**config.mk**
```make
export PLATFORM = sky130hd
export DESIGN_NAME = priority_req_ctrl
export DESIGN_NICKNAME = d
export VERILOG_FILES = /design/src/rtl/priority_req_ctrl_pkg.sv /design/src/rtl/prio_pick8.sv /design/src/rtl/priority_req_ctrl.sv
export SDC_FILE = /design/constraint.sdc
export NUM_CORES = 1
export LEC_CHECK = 0
export CAP_MARGIN = 20
export CORE_MARGIN = 1
export CORE_UTILIZATION = 38
export DETAILED_ROUTE_END_ITERATION = 10
export GPL_TIMING_DRIVEN = 0
export PLACE_DENSITY = 0.84
export SYNTH_ARGS = -nofsm -noshare
export SYNTH_HDL_FRONTEND = slang
export SYNTH_SLANG_ARGS = --single-unit
export TNS_END_PERCENT = 30
```
**constraint.sdc**
```tcl
create_clock -name clk -period 1.3 [get_ports clk]
set_clock_uncertainty 0.2 [all_clocks]
set_input_delay 0.195 -clock clk [delete_from_list [all_inputs] [get_ports clk]]
set_output_delay 0.195 -clock clk [all_outputs]
set_load 0.1 [all_outputs]
```
**src/rtl/priority_req_ctrl_pkg.sv**
```systemverilog
`default_nettype none
// ============================================================================
// priority_req_ctrl_pkg
// Shared FSM state type and sizing constants for the priority request block.
// Revision: 1.0
// ============================================================================
package priority_req_ctrl_pkg;

    localparam int NUM_REQ = 8;
    localparam int IDX_W   = 3;

    typedef enum logic [0:0] {
        ST_IDLE    = 1'b0,
        ST_PRESENT = 1'b1
    } state_t;

endpackage : priority_req_ctrl_pkg
`default_nettype wire

```
**src/rtl/prio_pick8.sv**
```systemverilog
`default_nettype none
// ============================================================================
// prio_pick8
// Combinational highest-set-index picker over an 8-bit vector.
// Revision: 1.0
// ============================================================================
module prio_pick8
    import priority_req_ctrl_pkg::*;
(
    input  logic [NUM_REQ-1:0] i_req,
    output logic [IDX_W-1:0]   o_idx,
    output logic               o_any
);

    // Ascending scan: the last hit is the highest index.
    always_comb begin
        o_idx = '0;
        o_any = 1'b0;
        for (int i = 0; i < NUM_REQ; i++) begin
            if (i_req[i]) begin
                o_idx = IDX_W'(i);
                o_any = 1'b1;
            end
        end
    end

endmodule : prio_pick8
`default_nettype wire

```
**src/rtl/priority_req_ctrl.sv**
```systemverilog
`default_nettype none
// ============================================================================
// priority_req_ctrl
// Captures request lines into a pending register and presents the highest
// enabled pending index on a valid/ready handshake.
// Revision: 1.0
// ============================================================================
module priority_req_ctrl
    import priority_req_ctrl_pkg::*;
#(
    parameter int EDGE_MODE = 1
)(
    input  logic               clk,
    input  logic               rst_n,
    input  logic [NUM_REQ-1:0] r,
    input  logic [NUM_REQ-1:0] mask,
    output logic [IDX_W-1:0]   out_idx,
    output logic               out_valid,
    input  logic               out_ready,
    output logic [NUM_REQ-1:0] pend,
    output logic               ovf,
    input  logic               clr_ovf
);

    state_t              r_state;
    state_t              w_state_nxt;
    logic [IDX_W-1:0]    r_idx;
    logic [IDX_W-1:0]    w_idx_nxt;
    logic [NUM_REQ-1:0]  r_prev;
    logic [NUM_REQ-1:0]  r_pend;
    logic                r_ovf;

    logic [NUM_REQ-1:0]  w_cap;
    logic [NUM_REQ-1:0]  w_set;
    logic [NUM_REQ-1:0]  w_clr;
    logic                w_ovf_evt;
    logic [IDX_W-1:0]    w_pick_idx;
    logic                w_pick_any;

    assign w_cap = (EDGE_MODE != 0) ? (r & ~r_prev) : r;
    assign w_set = w_cap & mask;
    assign w_clr = ((r_state == ST_PRESENT) && out_ready)
                   ? (NUM_REQ'(1) << r_idx) : '0;

    // A capture landing on a bit being cleared this edge is a re-arm, not an overflow.
    assign w_ovf_evt = (EDGE_MODE != 0) && (|(w_set & r_pend & ~w_clr));

    prio_pick8 u_pick (
        .i_req (r_pend & mask),
        .o_idx (w_pick_idx),
        .o_any (w_pick_any)
    );

    always_comb begin
        w_state_nxt = r_state;
        w_idx_nxt   = r_idx;
        case (r_state)
            ST_IDLE: begin
                if (w_pick_any) begin
                    w_idx_nxt   = w_pick_idx;
                    w_state_nxt = ST_PRESENT;
                end
            end
            ST_PRESENT: begin
                if (out_ready) begin
                    w_state_nxt = ST_IDLE;
                end
            end
            default: begin
                w_state_nxt = ST_IDLE;
            end
        endcase
    end

    always_ff @(posedge clk or negedge rst_n) begin
        if (!rst_n) begin
            r_state <= ST_IDLE;
            r_idx   <= '0;
            r_prev  <= '0;
            r_pend  <= '0;
            r_ovf   <= 1'b0;
        end else begin
            r_state <= w_state_nxt;
            r_idx   <= w_idx_nxt;
            r_prev  <= r;
            r_pend  <= (r_pend & ~w_clr) | w_set;
            r_ovf   <= w_ovf_evt | (r_ovf & ~clr_ovf);
        end
    end

    assign out_idx   = r_idx;
    assign out_valid = (r_state == ST_PRESENT);
    assign pend      = r_pend;
    assign ovf       = r_ovf;

endmodule : priority_req_ctrl
`default_nettype wire

```
Word level (Yosys, flattened, before mapping)
Cells that the tools add are included.
- shifts and indexed selects: 1
- mux-type cells: 19
- bitwise logic cells: 13
- reduce and logical (&&, ||, !) cells: 3
- operator list (cell ; count):
    $and 8x8->8 ; 6
    $not 8->8 ; 2
    $mux 3 ; 4
    $mux 1 ; 11
    $mux 8 ; 1
    $or 8x8->8 ; 1
    $reduce_or 8->1 ; 1
    $shl 1x3->8 const A ; 1
    $mux 2 ; 2
    $not 1->1 ; 2
    $pmux 1 s2 ; 1
    $reduce_and 2->1 ; 1
    $and 1x1->1 ; 1
    $logic_and 1x1->1 ; 1
    $or 1x1->1 ; 1
- bits in registers: 21
- output and inout bits: 13

Depth between registers and ports, before layout
- depth after elaboration: 11
- gate-level depth with buffers: 5
- depth with buffers taken out: 5

Cells and area by module
A second synthesis with hierarchy kept.
- cells, all modules: 102
- area total of the unflattened synthesis: 1038.5 µm²
- by module, submodules not included (module ; instances ; cells an instance ; area an instance (µm²) ; seq. area each (µm²)):
    priority_req_ctrl ; 1 ; 90 ; 980.9 ; 525.5
    prio_pick8 ; 1 ; 12 ; 57.6 ; 0.0

Least setup slack after synthesis
No wires, ideal clock.
- kind: register to register
- start: reg r_state, in the netlist out_valid
- end: reg r_ovf, in the netlist ovf
- library setup time: 0.121 ns
- data arrival time: 1.756 ns
- data required time: 0.979 ns
- slack: -0.778 ns
- cell stages (with the launch flop): 6
- buffers on the path: 0
- period minus slack after synthesis: 2.078 ns
- cells stage by stage: dfrtp_1 -> nand3b_1 -> o31ai_1 -> o22ai_1 -> nor2_1 -> nand2_1
- cells in the longest elaborated chain, start to end: 6
- RTL lines (item ; RTL line ; RTL):
    from (decl) ; priority_req_ctrl.sv:25 ; state_t r_state;
    from (signal assigned) ; priority_req_ctrl.sv:83 ; r_state <= w_state_nxt;
    $logic_and 1x1->1 ; priority_req_ctrl.sv:42 ; assign w_clr = ((r_state == ST_PRESENT) && out_ready)
    $mux 8 ; priority_req_ctrl.sv:43 ; ? (NUM_REQ'(1) << r_idx) : '0;
    $not 8->8 ; priority_req_ctrl.sv:46 ; assign w_ovf_evt = (EDGE_MODE != 0) && (|(w_set & r_pend & ~w_clr));
    $and 8x8->8 ; priority_req_ctrl.sv:46 ;
    $reduce_or 8->1 ; priority_req_ctrl.sv:46 ;
    $or 1x1->1 ; priority_req_ctrl.sv:87 ; r_ovf <= w_ovf_evt | (r_ovf & ~clr_ovf);
    to (signal assigned) ; priority_req_ctrl.sv:87 ;
    to (decl) ; priority_req_ctrl.sv:31 ; logic r_ovf;
Every way passes these cells.
A chain may end at the register's enable or synchronous reset.

Final worst setup path
- start: reg r_idx[2], in the netlist out_idx[2]
- end: reg r_ovf, in the netlist ovf
- cells in the longest elaborated chain, start to end: 6
- RTL lines (item ; RTL line ; RTL):
    from (decl) ; priority_req_ctrl.sv:27 ; logic [IDX_W-1:0] r_idx;
    from (signal assigned) ; priority_req_ctrl.sv:84 ; r_idx <= w_idx_nxt;
    $shl 1x3->8 ; priority_req_ctrl.sv:43 ;
    $mux 8 ; priority_req_ctrl.sv:43 ;
    $not 8->8 ; priority_req_ctrl.sv:46 ;
    $and 8x8->8 ; priority_req_ctrl.sv:46 ;
    $reduce_or 8->1 ; priority_req_ctrl.sv:46 ;
    $or 1x1->1 ; priority_req_ctrl.sv:87 ;
Every way passes these cells.

==> impl_metrics.ini <==
[run_status]
status = finished, violations left
violations = hold timing, setup timing

[sta]
period_share_pct = 131
setup_viol = 22
hold_ws_ns = -0.0807
layout_setup_ws_ns = -0.409
fin_setup_tns_ns = -3.58
min_period_ns = 1.71
final_hold_viol_count = 21
final-max-slew-violation-count = 0
fmax_mhz = 585
max_slew_margin_pct = 38.3
rsz0062_at_grt = yes
worstMarginPinSlew_ns = 0.926

[die]
start_util_pct = 40.2
core_area_sq_um = 2210
io_pins = 33
fp.dieH_um = 50.4
die_w_um = 50.4
row_count = 17
die_area_sq_um = 2540

[placed_design]
portBuffers = 32
dp_hpwl_um = 1620
gp_congestion = 0.783
placed_cell_area_sq_um = 1280
dpl_worst_slack_ns = -0.666

[synthesis]
synth_sequential_area_ratio_pct = 59.2
synth_area_leaders = dfrtp_1 59%, nand3b_1 6.8%, o21ai_0 5.6%
ys_ff_latch = 21
synthFlopType = dfrtp_1
synth_top_area_share_pct = 59.2
synth_fp_nets = 100
async_flop_share_pct = 100
yosysUniqueCellTypes = 23
synth_edf_count = 0
synth.cell_area_sq_um = 888
synth_cells = 80
synth_warnings = 0
yosys.area.top_type = dfrtp_1
synth_area_per_cell_sq_um = 11.1

[routing]
dr.pass1.iters = 4
drc_errors = 0
final_antenna_net_count = 0
vias = 807
wl_um = 2340
wl_per_cell_um = 15.7
via_per_inst = 5.42
drtIter0Drc = 21

[global_route]
grtUsageTotal_pct = 20.2
grt_overflow = 0
grt_pass1_wl_um = 3820
grt_pass1_vias = 849
grt_max_degree = 22
antenna_found_initial = 0

[cells_and_area]
register_area_sq_um = 558
fin_nets = 142
fin_area_sq_um = 1520
n_fill_cell = 163
layout_common_cells = 18 x clkdlybuf4s50_1, 13 x nand2_1, 12 x buf_12, 9 x dfrtp_1, 8 x nand3b_1
drive_above_1_share_pct = 36.4
syn_to_final_growth_pct = 70.6
multiInputGateArea_sq_um = 403
final_util_pct = 68.5
antennaDiodeCount = 0
final_common_cell = clkdlybuf4s50_1

[clocking]
path_clk_slew_ns = 0.12
cts_buffer_depth = 2
clkLatencyLatePin_ns = 0.31
cts_tree = yes
numCtsBuffers = 3
htreeDepth = 1
clock-sinks = 21
cts_root_buf = clkbuf_4

[setup_path]
crit_type = flip-flop to flip-flop
r2r.worst_path.cells = 6
crit_arrival_ns = 1.72
critPathCaptureType = flip-flop
startpoint_type = flip-flop
worstPathMaxFanout = 4
cp_data_required_time_ns = 1.31

[job]
drv_cap = 0

[worst_hold_path]
min_path_type = primary input to async pin
-- registers in the layout, indices dropped and copies added (netlist names) --
signal	count
out_idx	3
out_valid	1
ovf	1
pend	8
r_prev	8
-- stage by stage --
| stage | hold slack [ns] | cells |
|---|---|---|
| after floorplan | -0.301 | 80 |
| after global placement | 0.238 | 140 |
| after detailed placement | 0.254 | 140 |
| after CTS | -0.0420 | 146 |
| after global routing | -0.0128 | 149 |
| final | -0.0807 | 149 |
-- synthesized netlist by cell type, types with 2 or more instances --
cell      instances
o21ai_0          10
nand2b_1          3
o22ai_1           4
nand2_1          13
nand3b_1          8
nor2_1            3
nor3_1            2
inv_1             2
dfrtp_1          21
-- what timing repair did --
item	4_1_cts	5_1_grt
hold endpoints to repair	21	21
pin swaps	3	5
setup endpoints to repair	32	26
gates resized for setup	119	10
buffers inserted	2	3
-- per-layer routing --
layer / vias to the layer above / track usage, % / share of wire, % / wire (um)
met5: - / 0 / 0 / 0
met4: 0 / 6.48 / 1.3 / 31
met3: 7 / 3.33 / 5.7 / 133
met2: 33 / 35.1 / 53 / 1230
li1: 378 / - / - / -
met1: 389 / 25.3 / 40 / 944
-- critical path, stage by stage (launching register included) --
cell      delay (ns)
dfrtp_4         0.51
nand3b_1        0.28
buf_4           0.20
o21ai_2         0.14
o22ai_1         0.09
nor2_1          0.13
nand2_1         0.06
-- final timing paths --
check / startpoint / to / slack (ns)
worst max-delay path: out_idx[2] / ovf / -0.41
worst min-delay path: rst_n / out_idx[2] / -0.08
worst max register to register: out_idx[2] / ovf / -0.41
worst min register to register: r_prev[2] / pend[2] / 0.26
max in group asynchronous: rst_n / pend[4] / 0.31
min in group clk: r[3] / r_prev[3] / 0.14
-- cells by family after synthesis --
kind of cell	share of synthesized area, %
compound gates	20.4
buf+inv	0.845
flops	59.2
simple gates	19.6
-- area by class of cell --
cell class | instances | share of cell area [%]
Clock buffer | 4 | 1.73
Inverter | 2 | 0.495
Multi-Input combinational cell | 57 | 26.6
Sequential cell | 21 | 36.8
Tap cell | 28 | 2.31
Timing Repair Buffer | 37 | 32.0
Power is not shown: default switching activity piles up to over one toggle a cycle in this logic, so the estimate is an artifact.
